<file path="config.mk">
export PLATFORM = sky130hd
export DESIGN_NAME = svga_vram_arbiter
export DESIGN_NICKNAME = d
export VERILOG_FILES = /design/src/rtl/svga_pkg.sv /design/src/rtl/svga_slot_window.sv /design/src/rtl/svga_vram_arbiter.sv
export SDC_FILE = /design/constraint.sdc
export NUM_CORES = 1
export LEC_CHECK = 0
export ABC_AREA = 1
export CORE_MARGIN = 2
export CORE_UTILIZATION = 36
export DETAILED_ROUTE_END_ITERATION = 8
export PLACE_DENSITY = 0.72
export SLEW_MARGIN = 20
export SYNTH_ARGS = -nofsm -noshare
export SYNTH_HDL_FRONTEND = slang
export SYNTH_HIERARCHICAL = 1
export SYNTH_SLANG_ARGS = --single-unit
</file>
<file path="constraint.sdc">
create_clock -name i_pixel_clock -period 1.5 [get_ports i_pixel_clock]
set_input_delay 0.3 -clock i_pixel_clock [delete_from_list [all_inputs] [get_ports i_pixel_clock]]
set_output_delay 0.3 -clock i_pixel_clock [all_outputs]
set_load 0.005 [all_outputs]
</file>
<file path="src/rtl/svga_pkg.sv">
// rtl/svga_pkg.sv - shared state encoding and slot constants for the SVGA VRAM arbiter
package svga_pkg;

  typedef enum logic [2:0] {
    ST_IDLE,
    ST_VADDR,
    ST_VREAD,
    ST_CADDR,
    ST_CREAD
  } arb_state_t;

  localparam logic [3:0] VID_SLOT_DEF = 4'd1;
  localparam int         ACCESS_EDGES = 3;

  // Pixels remaining, mod 16, from a phase forward to the given slot.
  function automatic logic [3:0] slot_dist(input logic [3:0] phase, input logic [3:0] slot);
    return slot - phase;
  endfunction

endpackage

</file>
<file path="src/rtl/svga_slot_window.sv">
// rtl/svga_slot_window.sv - mod-16 decode of the video slot and the CPU keep-out window before it
module svga_slot_window
  import svga_pkg::*;
#(
  parameter logic [3:0] VID_SLOT = VID_SLOT_DEF
)(
  input  logic [3:0] i_slot_phase,
  input  logic       i_video_active,
  output logic       o_blocked,
  output logic       o_vid_slot
);

  logic [3:0] w_dist;

  assign w_dist = slot_dist(i_slot_phase, VID_SLOT);

  // A grant fewer than ACCESS_EDGES pixels before the slot would still be in flight when it arrives.
  assign o_blocked  = i_video_active & (int'(w_dist) < ACCESS_EDGES);
  assign o_vid_slot = i_video_active & (w_dist == 4'd0);

endmodule

</file>
<file path="src/rtl/svga_vram_arbiter.sv">
// rtl/svga_vram_arbiter.sv - time-slot VRAM arbiter: fixed video fetch slot per cell, CPU gets the rest
module svga_vram_arbiter
  import svga_pkg::*;
#(
  parameter int         ADDR_W   = 13,
  parameter logic [3:0] VID_SLOT = VID_SLOT_DEF
)(
  input  logic              i_pixel_clock,
  input  logic              i_reset_n,
  input  logic [3:0]        i_slot_phase,
  input  logic              i_video_active,
  input  logic [ADDR_W-1:0] i_vid_addr,
  output logic [7:0]        o_vid_data,
  output logic              o_vid_valid,
  output logic              o_vid_miss,
  input  logic              i_cpu_req,
  input  logic              i_cpu_we,
  input  logic [ADDR_W-1:0] i_cpu_addr,
  input  logic [7:0]        i_cpu_wdata,
  output logic [7:0]        o_cpu_rdata,
  output logic              o_cpu_ack,
  output logic              o_cpu_wait,
  output logic [ADDR_W-1:0] o_ram_addr,
  output logic              o_ram_we,
  output logic [7:0]        o_ram_wdata,
  input  logic [7:0]        i_ram_rdata
);

  arb_state_t        r_state;
  logic [ADDR_W-1:0] r_ram_addr;
  logic              r_ram_we;
  logic [7:0]        r_ram_wdata;
  logic [7:0]        r_vid_data;
  logic              r_vid_valid;
  logic              r_vid_miss;
  logic [7:0]        r_cpu_rdata;
  logic              r_cpu_ack;
  logic              r_cpu_we;
  logic              r_armed;
  logic              r_done;

  logic w_blocked;
  logic w_vid_slot;
  logic w_cpu_go;

  svga_slot_window #(.VID_SLOT(VID_SLOT)) u_slot_window (
    .i_slot_phase   (i_slot_phase),
    .i_video_active (i_video_active),
    .o_blocked      (w_blocked),
    .o_vid_slot     (w_vid_slot)
  );

  assign w_cpu_go = i_cpu_req & r_armed & ~w_blocked;

  always_ff @(posedge i_pixel_clock or negedge i_reset_n) begin
    if (!i_reset_n) begin
      r_state     <= ST_IDLE;
      r_ram_addr  <= '0;
      r_ram_we    <= 1'b0;
      r_ram_wdata <= 8'd0;
      r_vid_data  <= 8'd0;
      r_vid_valid <= 1'b0;
      r_vid_miss  <= 1'b0;
      r_cpu_rdata <= 8'd0;
      r_cpu_ack   <= 1'b0;
      r_cpu_we    <= 1'b0;
      r_armed     <= 1'b1;
      r_done      <= 1'b0;
    end else begin
      r_vid_valid <= 1'b0;
      r_vid_miss  <= 1'b0;
      r_cpu_ack   <= 1'b0;
      if (!i_cpu_req) begin
        r_armed <= 1'b1;
        r_done  <= 1'b0;
      end
      // Only reachable if video_active rose while a CPU access was already running.
      if (w_vid_slot && (r_state != ST_IDLE)) begin
        r_vid_miss <= 1'b1;
      end
      case (r_state)
        ST_IDLE: begin
          if (w_vid_slot) begin
            r_ram_addr <= i_vid_addr;
            r_ram_we   <= 1'b0;
            r_state    <= ST_VADDR;
          end else if (w_cpu_go) begin
            r_ram_addr  <= i_cpu_addr;
            r_ram_we    <= i_cpu_we;
            r_ram_wdata <= i_cpu_wdata;
            r_cpu_we    <= i_cpu_we;
            r_state     <= ST_CADDR;
          end
        end
        ST_VADDR: begin
          r_ram_we <= 1'b0;
          r_state  <= ST_VREAD;
        end
        ST_VREAD: begin
          r_vid_data  <= i_ram_rdata;
          r_vid_valid <= 1'b1;
          r_state     <= ST_IDLE;
        end
        ST_CADDR: begin
          r_ram_we <= 1'b0;
          r_state  <= ST_CREAD;
        end
        ST_CREAD: begin
          if (!r_cpu_we) begin
            r_cpu_rdata <= i_ram_rdata;
          end
          r_cpu_ack <= 1'b1;
          r_armed   <= 1'b0;
          r_done    <= 1'b1;
          r_state   <= ST_IDLE;
        end
        default: begin
          r_state <= ST_IDLE;
        end
      endcase
    end
  end

  assign o_ram_addr  = r_ram_addr;
  assign o_ram_we    = r_ram_we;
  assign o_ram_wdata = r_ram_wdata;
  assign o_vid_data  = r_vid_data;
  assign o_vid_valid = r_vid_valid;
  assign o_vid_miss  = r_vid_miss;
  assign o_cpu_rdata = r_cpu_rdata;
  assign o_cpu_ack   = r_cpu_ack;
  assign o_cpu_wait  = i_cpu_req & ~r_cpu_ack & ~r_done;

endmodule

</file>
==> results of run 1 <==
## worst paths after layout
kind	from	to	slack, ns	depth (start not counted)
setup / recovery	o_cpu_rdata[5]	o_cpu_rdata[5]	0.02	1
hold / removal	r_cpu_we	r_cpu_we	0.48	2
setup reg to reg	r_state[0]	o_ram_addr[4]	0.17	5
hold reg to reg	r_cpu_we	r_cpu_we	0.48	2
max in group asynchronous	i_reset_n	r_armed	0.70	3
min in group asynchronous	i_reset_n	o_ram_addr[8]	0.52	3
## kinds of logic (layout without fill, tap and decap cells)
group | after synthesis | count (layout)
fa+ha+maj | 1 | 1
simple gates | 93 | 95
flops | 47 | 47
buf+inv | 28 | 138
compound gates | 45 | 45
## report_power, final
part / internal (uW) / switching (uW)
Sequential: 1850 / 344
Combinational: 1440 / 1100
Clock: 539 / 416
## placed cells by master (no fill, tap or decap)
cell type and n:
bufinv_16 1, nand3_2 5, buf_4 11, dlygate4sd2_1 2
nand2_2 2, dlymetal6s2s_1 16, or2_2 13, nand3_1 8
buf_6 1, nor3_4 1, clkdlybuf4s50_1 70, dfstp_2 1
inv_1 17, o31ai_1 1, nor3_1 1, o21ai_1 35
nand2_1 51, nor2_1 5, clkbuf_2 2, clkinv_2 1
a21o_1 1, nor2_4 2, clkbuf_8 6, nor3_2 1
dfrtp_1 46, nand3_4 1, nand2_4 2, ha_4 1
buf_12 4, nand2_8 3, inv_4 1, dlygate4sd3_1 1
inv_2 3, o21ai_0 8, buf_2 2
## area by class of cell
class                      instances  share of cell area (%)
clock buffer                       6                    2.43
clock inverter                     2                    1.03
inverter                          21                    2.40
multi-input combinational        141                    23.7
sequential                        47                    34.7
tap                               72                    2.66
timing repair buffer             109                    33.1
## metrics by stage
step,setup WS [ns],utilization (%)
2_1_floorplan,0.0101,-
3_3_place_gp,-0.566,57.2
3_5_place_dp,-0.598,57.2
4_1_cts,0.0110,61.0
5_1_grt,-0.00708,62.8
6_report,0.0249,62.8
## routing by layer
metal,up-vias,global-route usage (%)
met5,-,0
met4,0,4.21
met3,6,4.48
met2,50,30.4
met1,833,20.7
li1,913,-
## sequential cells by signal, indices dropped and copies added, names as in the netlist
register and count:
o_ram_addr 13, o_cpu_rdata 8, o_ram_wdata 8, o_vid_data 8
r_state 3, o_cpu_ack 1, o_ram_we 1, o_vid_miss 1
o_vid_valid 1, r_armed 1, r_cpu_we 1, r_done 1
## timing repair
item,in CTS,in global routing
endpoints found under the setup margin,29,43
setup buffers,0,6
resized for setup,34,26
pin swaps,13,9
hold buffers,1,0
endpoints found under the hold margin,46,0
gates cloned,2,0
## worst min-delay path, cell delays in order (launching register included)
cell	delay, ns
dfrtp_1	0.35
nand2_1	0.06
nand2_1	0.05
==> results.txt, run 1 <==
- Hold Worst Slack: 0.482 ns
* Number of max-cap violations: 0
* EDFF count, synth: 0
* Count of unresolved DRC violations after routing: 0
* Startpoint Class: flip-flop
- TritonCTS built the clock tree.
* Area taken by multi-input logic gates: 803 um2
* Total placed instance area: 0.00309 mm2
* Antenna Nets Post-Route: 0
- Count of state elements after synthesis: 47
* Commonest register cell after synthesis: dfrtp_1
* Worst Skew: 0.00610 ns
- Count of cell types in the netlist: 23
- Die area: 0.00611 mm2
- The congestion estimate from routability-driven global placement came to 0.748.
- nand2_1 is the most common cell in the netlist.
- Critical path's top delay family: buffers and inverters
- The number of antenna violations at the first check in global routing was 0.
- DRT iter0 DRCs: 98
- Least-Margin Pin Slew: 0.311 ns
* Average wire per standard cell: 12.4 um
- Summing all flip-flop and latch instances after layout gives 0.00118 mm2.
* Worst hold path type: flip-flop to flip-flop
- Post-layout min period: 1.48 ns
- In this run the static leakage power is 0.00175 uW.
- Simple-gate portion of the synthesized area: 22.3%
* Overall power after layout: 5690 uW
* CP Cell Sequence: clkdlybuf4s50_1
- The flow ran to the end, and the final reports show no timing, DRC or antenna violations.
- Starting density of the core: 36.6%
- The first detailed-routing pass took 4 iterations.
* Proportion of layout cells with a drive suffix above 1: 19.6%
* Post-Route Setup TNS: 0 ns
* Maximum vdd ir drop: 0.735 mV
- Leading post-synthesis cells by instance count: 54 x nand2_1, 46 x dfrtp_1, 22 x o21ai_0, 21 x o21ai_1, 20 x inv_1
- Relative slew slack: 79.3%
- Number of top-level pins: 93
* Post-synth design cell area: 0.00198 mm2
- H-tree depth: 2
- In this run the standard cell core region covers 0.00541 mm2.
- Highest clock frequency the design can meet: 678 MHz
- The number of max-slew violations in the final report came to 0.
- Cell taking the most area after synthesis: dfrtp_1
- Final count of negative-setup-slack endpoints: 0
- Yosys warns: 6
- The die is 78.2 um wide.
- Max Fanout on Critical Path: 2
- The total overflow left after global routing is 0.
* Net count after synthesis: 266
- The clock drives 47 sinks.
* N_diodes: 0
- The count of endpoints failing hold in the final timing report is 0.
* Tot GR Track Use: 17.1%
* Portion of netlist area occupied by mux cells: 0%
* Wire length on met3: 245 um
- Power per standard cell area: 1680 mW/mm2
- Sequential cells were found to cover 59.4% of the synthesized design area.
- Ranking of synthesized cells by area: dfrtp_1 58%, nand2_1 10%, o21ai_0 5.6%, o21ai_1 5.3%, or2_2 4.1%
- Topmost layer with routed signal wires: met4
* Number of I/O port buffers: 92
- Clk Latency, worst-skew pair: 0.30 ns
* Crit-path slowest cell: clkdlybuf4s50_1
- Data arrives at the worst endpoint at 1.18 ns.
- DRT Wirelength: 4.96 mm
- Syn-to-layout area delta: 71.3%
- The cell count after synthesis came out at 214.
* Design Area, Final: 0.00339 mm2
- Fraction of the cycle the final worst path needs: 98.3%
* Type of the worst setup path: flip-flop to primary output
* Synth Area in XOR/XNOR: 0%
* Maximum number of pins on one net before global-route repair: 48
- First-pass GRT wire length: 8.34 mm
- Total Nets Final: 377
* Nature of the critical path endpoint: primary output
- The finished layout holds 398 standard cells, fillers aside.
- In the routed layout, each cell is associated on average with a via count of 4.53.
* Number of cell rows: 27
* Data required time of the worst path: 1.20 ns
- Summed over all nets, the half-perimeter wirelength after detailed placement is 3.35 mm.
* Yosys top cell area share: 58.1%
- The tree is rooted in a clkbuf_8.
- The largest single stage delay on the critical path is 0.50 ns.
* Clk pin slew, worst setup/hold paths: 0.08 ns
* Detail Route met2 WL: 2.50 mm
- TritonCTS buffer count: 5
- Placed instance count: 381
* Synthesized area per cell: 9.26 um2
* Adder-cell area share of the yosys netlist: 0.632%
- The floorplan step set the die height to 78.2 um.
- Together, buffers and inverters on the worst path number 1.
- Synth Area in Compound Gates: 11.6%
- Counting along the longest clock path gives a buffer depth of 2.
* Vias in the first global route: 1806
* # fillers: 484
* Met1 routed wirelength after detailed routing: 2.17 mm
* Combinational family with the most area after synthesis: simple AND/OR/NAND/NOR gates
- In the synthesized netlist the async set-or-reset flop fraction comes to 100%.
- Number of vias in the routed layout: 1802
No activity file was read; power rests on OpenSTA's default activity.
==> run 2, diff against run 1 <==
--- a/config.mk
+++ b/config.mk
@@ -11,3 +11,3 @@
 export DETAILED_ROUTE_END_ITERATION = 8
-export PLACE_DENSITY = 0.72
+export DONT_BUFFER_PORTS = 1
 export SLEW_MARGIN = 20
==> constraint.sdc (replaced) <==
create_clock -name i_pixel_clock -period 1.5 [get_ports i_pixel_clock]
set_input_delay 0.225 -clock i_pixel_clock [delete_from_list [all_inputs] [get_ports i_pixel_clock]]
set_output_delay 0.225 -clock i_pixel_clock [all_outputs]
set_load 0.005 [all_outputs]
==> run 2 against run 1 <==
Worst hold slack got worse by 0.44 ns. Register-to-register slack got worse by 0.03 ns. Routed wire length down 18%. Die area unchanged. Combinational power is 56% lower. Clock power about the same. Global-route usage down 3.8 points. Flip-flop and latch count is the same. Critical endpoint is now o_ram_wdata[5]. Largest power group is now registers. Highest routed layer unchanged.
==> results.txt, run 2 (synthesis gave the netlist of run 1 again) <==
* Status: finished clean
* Detailed-route vias per instance: 4.78 (+5.6%)
- DRT Pass-1 Iters: 4 (unchanged)
- The number of cell rows is 27 (unchanged).
* Clk Latency, worst-skew pair: 0.30 ns (about the same)
- The count of endpoints failing hold in the final timing report came to 0 (unchanged).
- The clock sink count came to 47 (unchanged).
* TritonCTS clock tree: yes
* DRT iter0 DRCs: 131 (+34%)
- Leaving out fill and tap cells, the most frequent cell in the layout is nand2_1.
- Vertical die dimension: 78.2 um (unchanged)
* Maximum vdd ir drop: 0.587 mV (-20%)
- Number of antenna violations at the first check in global routing: 0 (unchanged)
- The depth of the CTS H-tree was 2 (unchanged).
- N_diodes: 0 (unchanged)
* Final Max Tran Viols: 0 (unchanged)
- Post-layout min period: 1.36 ns (-0.110 ns)
* Power per standard cell area: 1930 mW/mm2 (+15%)
- Area taken by multi-input logic gates: 689 um2 (-14%)
* Antenna Nets Post-Route: 0 (unchanged)
- DRT Wirelength: 4.05 mm (-18%)
- Number of flip-flops under the largest register name: 13 (unchanged)
- Final count of negative-setup-slack endpoints: 0 (unchanged)
* Data required time of the worst path: 1.70 ns (+0.50 ns)
* Detailed placement HPWL: 2.90 mm (-13%)
- The worst hold-check slack was 0.0378 ns (-0.444 ns).
- In this run the worst hold path is classified as input pin to flip-flop.
- The top cell types in the final layout, fill and taps aside, are 53 x nand2_1, 46 x dfrtp_1, 22 x o21ai_0.
- Clk pin slew, worst setup/hold paths: 0.10 ns (+0.02 ns)
- Area of the core: 0.00541 mm2 (unchanged)
- The via count of the first global-routing pass is 1327 (-27%).
* Starting density of the core: 36.6% (unchanged)
* First-pass GRT wire length: 6.47 mm (-22%)
- Buffer type at the clock tree root: clkbuf_8
- The proportion of layout cells with a drive suffix above 1 came to 18.6% (-1.0 points).
- The count of max-cap constraint violations was 0 (unchanged).
* Tot GR Track Use: 13.3% (-3.8 points)
- # fillers: 553 (+14%)
- The net count of the finished layout came to 277 (-27%).
- The slew of the pin with the lowest slew margin came to 0.305 ns (-0.00612 ns).
* CP arrival: 1.57 ns (+0.39 ns)
- Cell leakage power: 0.00116 uW (-34%)
- The quantity of I/O buffers inserted on ports was 0 (-100%).
- Number of vias in the routed layout: 1425 (-21%)
- Placed instance count: 288 (-24%)
- Remaining Overflow, GRT: 0 (unchanged)
- Type of the worst setup path: flip-flop to flip-flop
* Met1 track demand over resource in global routing: 16.7% (-4.1 points)
* Register Area: 0.00118 mm2 (unchanged)
- Startpoint Class: flip-flop
- Die area: 0.00611 mm2 (unchanged)
* Maximum number of pins on one net before global-route repair: 48 (unchanged)
* Relative slew slack: 79.7% (+0.41 points)
- Busiest metal layer after global routing: met2
- The count of boundary I/O pins is 93 (unchanged).
- The final routed DRC violation total came to 0 (unchanged).
- Met3 Usage GRT: 3.56% (-0.92 points)
* Highest clock frequency the design can meet: 733 MHz (+8.1%)
- Die outline width: 78.2 um (unchanged)
- Max Fanout on Critical Path: 10 (+8)
- The number of buffers inserted during clock tree synthesis is 5 (unchanged).
- Setup repair after global routing left no endpoint under its margin.
- Worst Skew: 0.00859 ns (+0.00249 ns)
- Nature of the critical path endpoint: flip-flop
- GR Util met2: 22.3% (-8.1 points)
- CTS max path bufs: 2 (unchanged)
- Average wire per standard cell: 13.6 um (+9.1%)
* Non-filler cells, final: 298 (-25%)
- The post-route clock period utilization is 91.0% (-7.3 points).
- Hold Path Depth: 1 (-1)
- Final weighted congestion in routability-driven placement: 0.691 (-7.5%)
- The cell depth of the worst flop-to-flop path was 5 (unchanged).
- Relative to the synthesized area, the layout overhead comes to 15.9%.
==> run 2: changes by cell type in the layout (fill, tap and decap cells not counted), sizes merged <==
cell	before	now
dlygate4sd2	2	0
clkdlybuf4s50	70	0
inv	21	22
nand2	58	56
clkbuf	8	5
buf	18	10
dlymetal6s2s	16	0
==> run 2: worst paths after layout <==
path | start | end | slack [ns]
worst max-delay path | r_state[0] | o_ram_wdata[5] | 0.14
worst min-delay path | i_cpu_req | r_done | 0.04
worst max register to register | r_state[0] | o_ram_wdata[5] | 0.14
worst min register to register | r_cpu_we | r_cpu_we | 0.49
max in group asynchronous | i_reset_n | r_armed | 0.80
min in group asynchronous | i_reset_n | o_ram_addr[7] | 0.44
==> run 2: cell type report <==
| cell class | instances | share of cell area [%] |
|---|---|---|
| sequential | 47 | 51.3 |
| tap | 72 | 3.93 |
| timing repair buffer | 11 | 6.22 |
| clock inverter | 3 | 2.07 |
| multi-input combinational | 139 | 30.0 |
| inverter | 21 | 3.44 |
| clock buffer | 5 | 3.00 |
==> run 2: worst max-delay path, stage by stage (launching register included) <==
cell     delay [ns]
dfrtp_1        0.46
nor3_2         0.28
buf_4          0.23
nand2_2        0.16
nand2_1        0.09
nand2_1        0.05
==> run 2: per-stage QoR <==
stage               setup TNS, ns  setup WS (ns)  area (um2)  utilization [%]  total power (uW)
floorplan                -0.00450      -0.000901        1990                -              3100
global placement          -0.0451        -0.0109        2140             39.6              3450
detailed placement         -0.505        -0.0627        2140             39.6              3490
CTS                             0          0.120        2290             42.5              4500
global route                    0         0.0234        2290             42.5              4790
finish                          0          0.135        2290             42.5              4420
==> run 2: layer usage <==
metal	routed length (um)	share of wire, %
met3	199	4.9
met4	57	1.4
met2	2080	51
met1	1710	42
met5	0	0
==> run 2: report_power, final <==
| part | total (uW) | internal, uW | switching [uW] |
|---|---|---|---|
| clock network | 955 | 505 | 450 |
| logic | 1130 | 476 | 659 |
| registers | 2330 | 1850 | 478 |
| total | 4420 | 2830 | 1590 |
==> run 2: repair_timing <==
| item | in CTS | in global routing |
|---|---|---|
| buffers inserted | 0 | 0 |
| hold buffers | 2 | 0 |
| resized for setup | 0 | 0 |
| hold endpoints to repair | 47 | 0 |
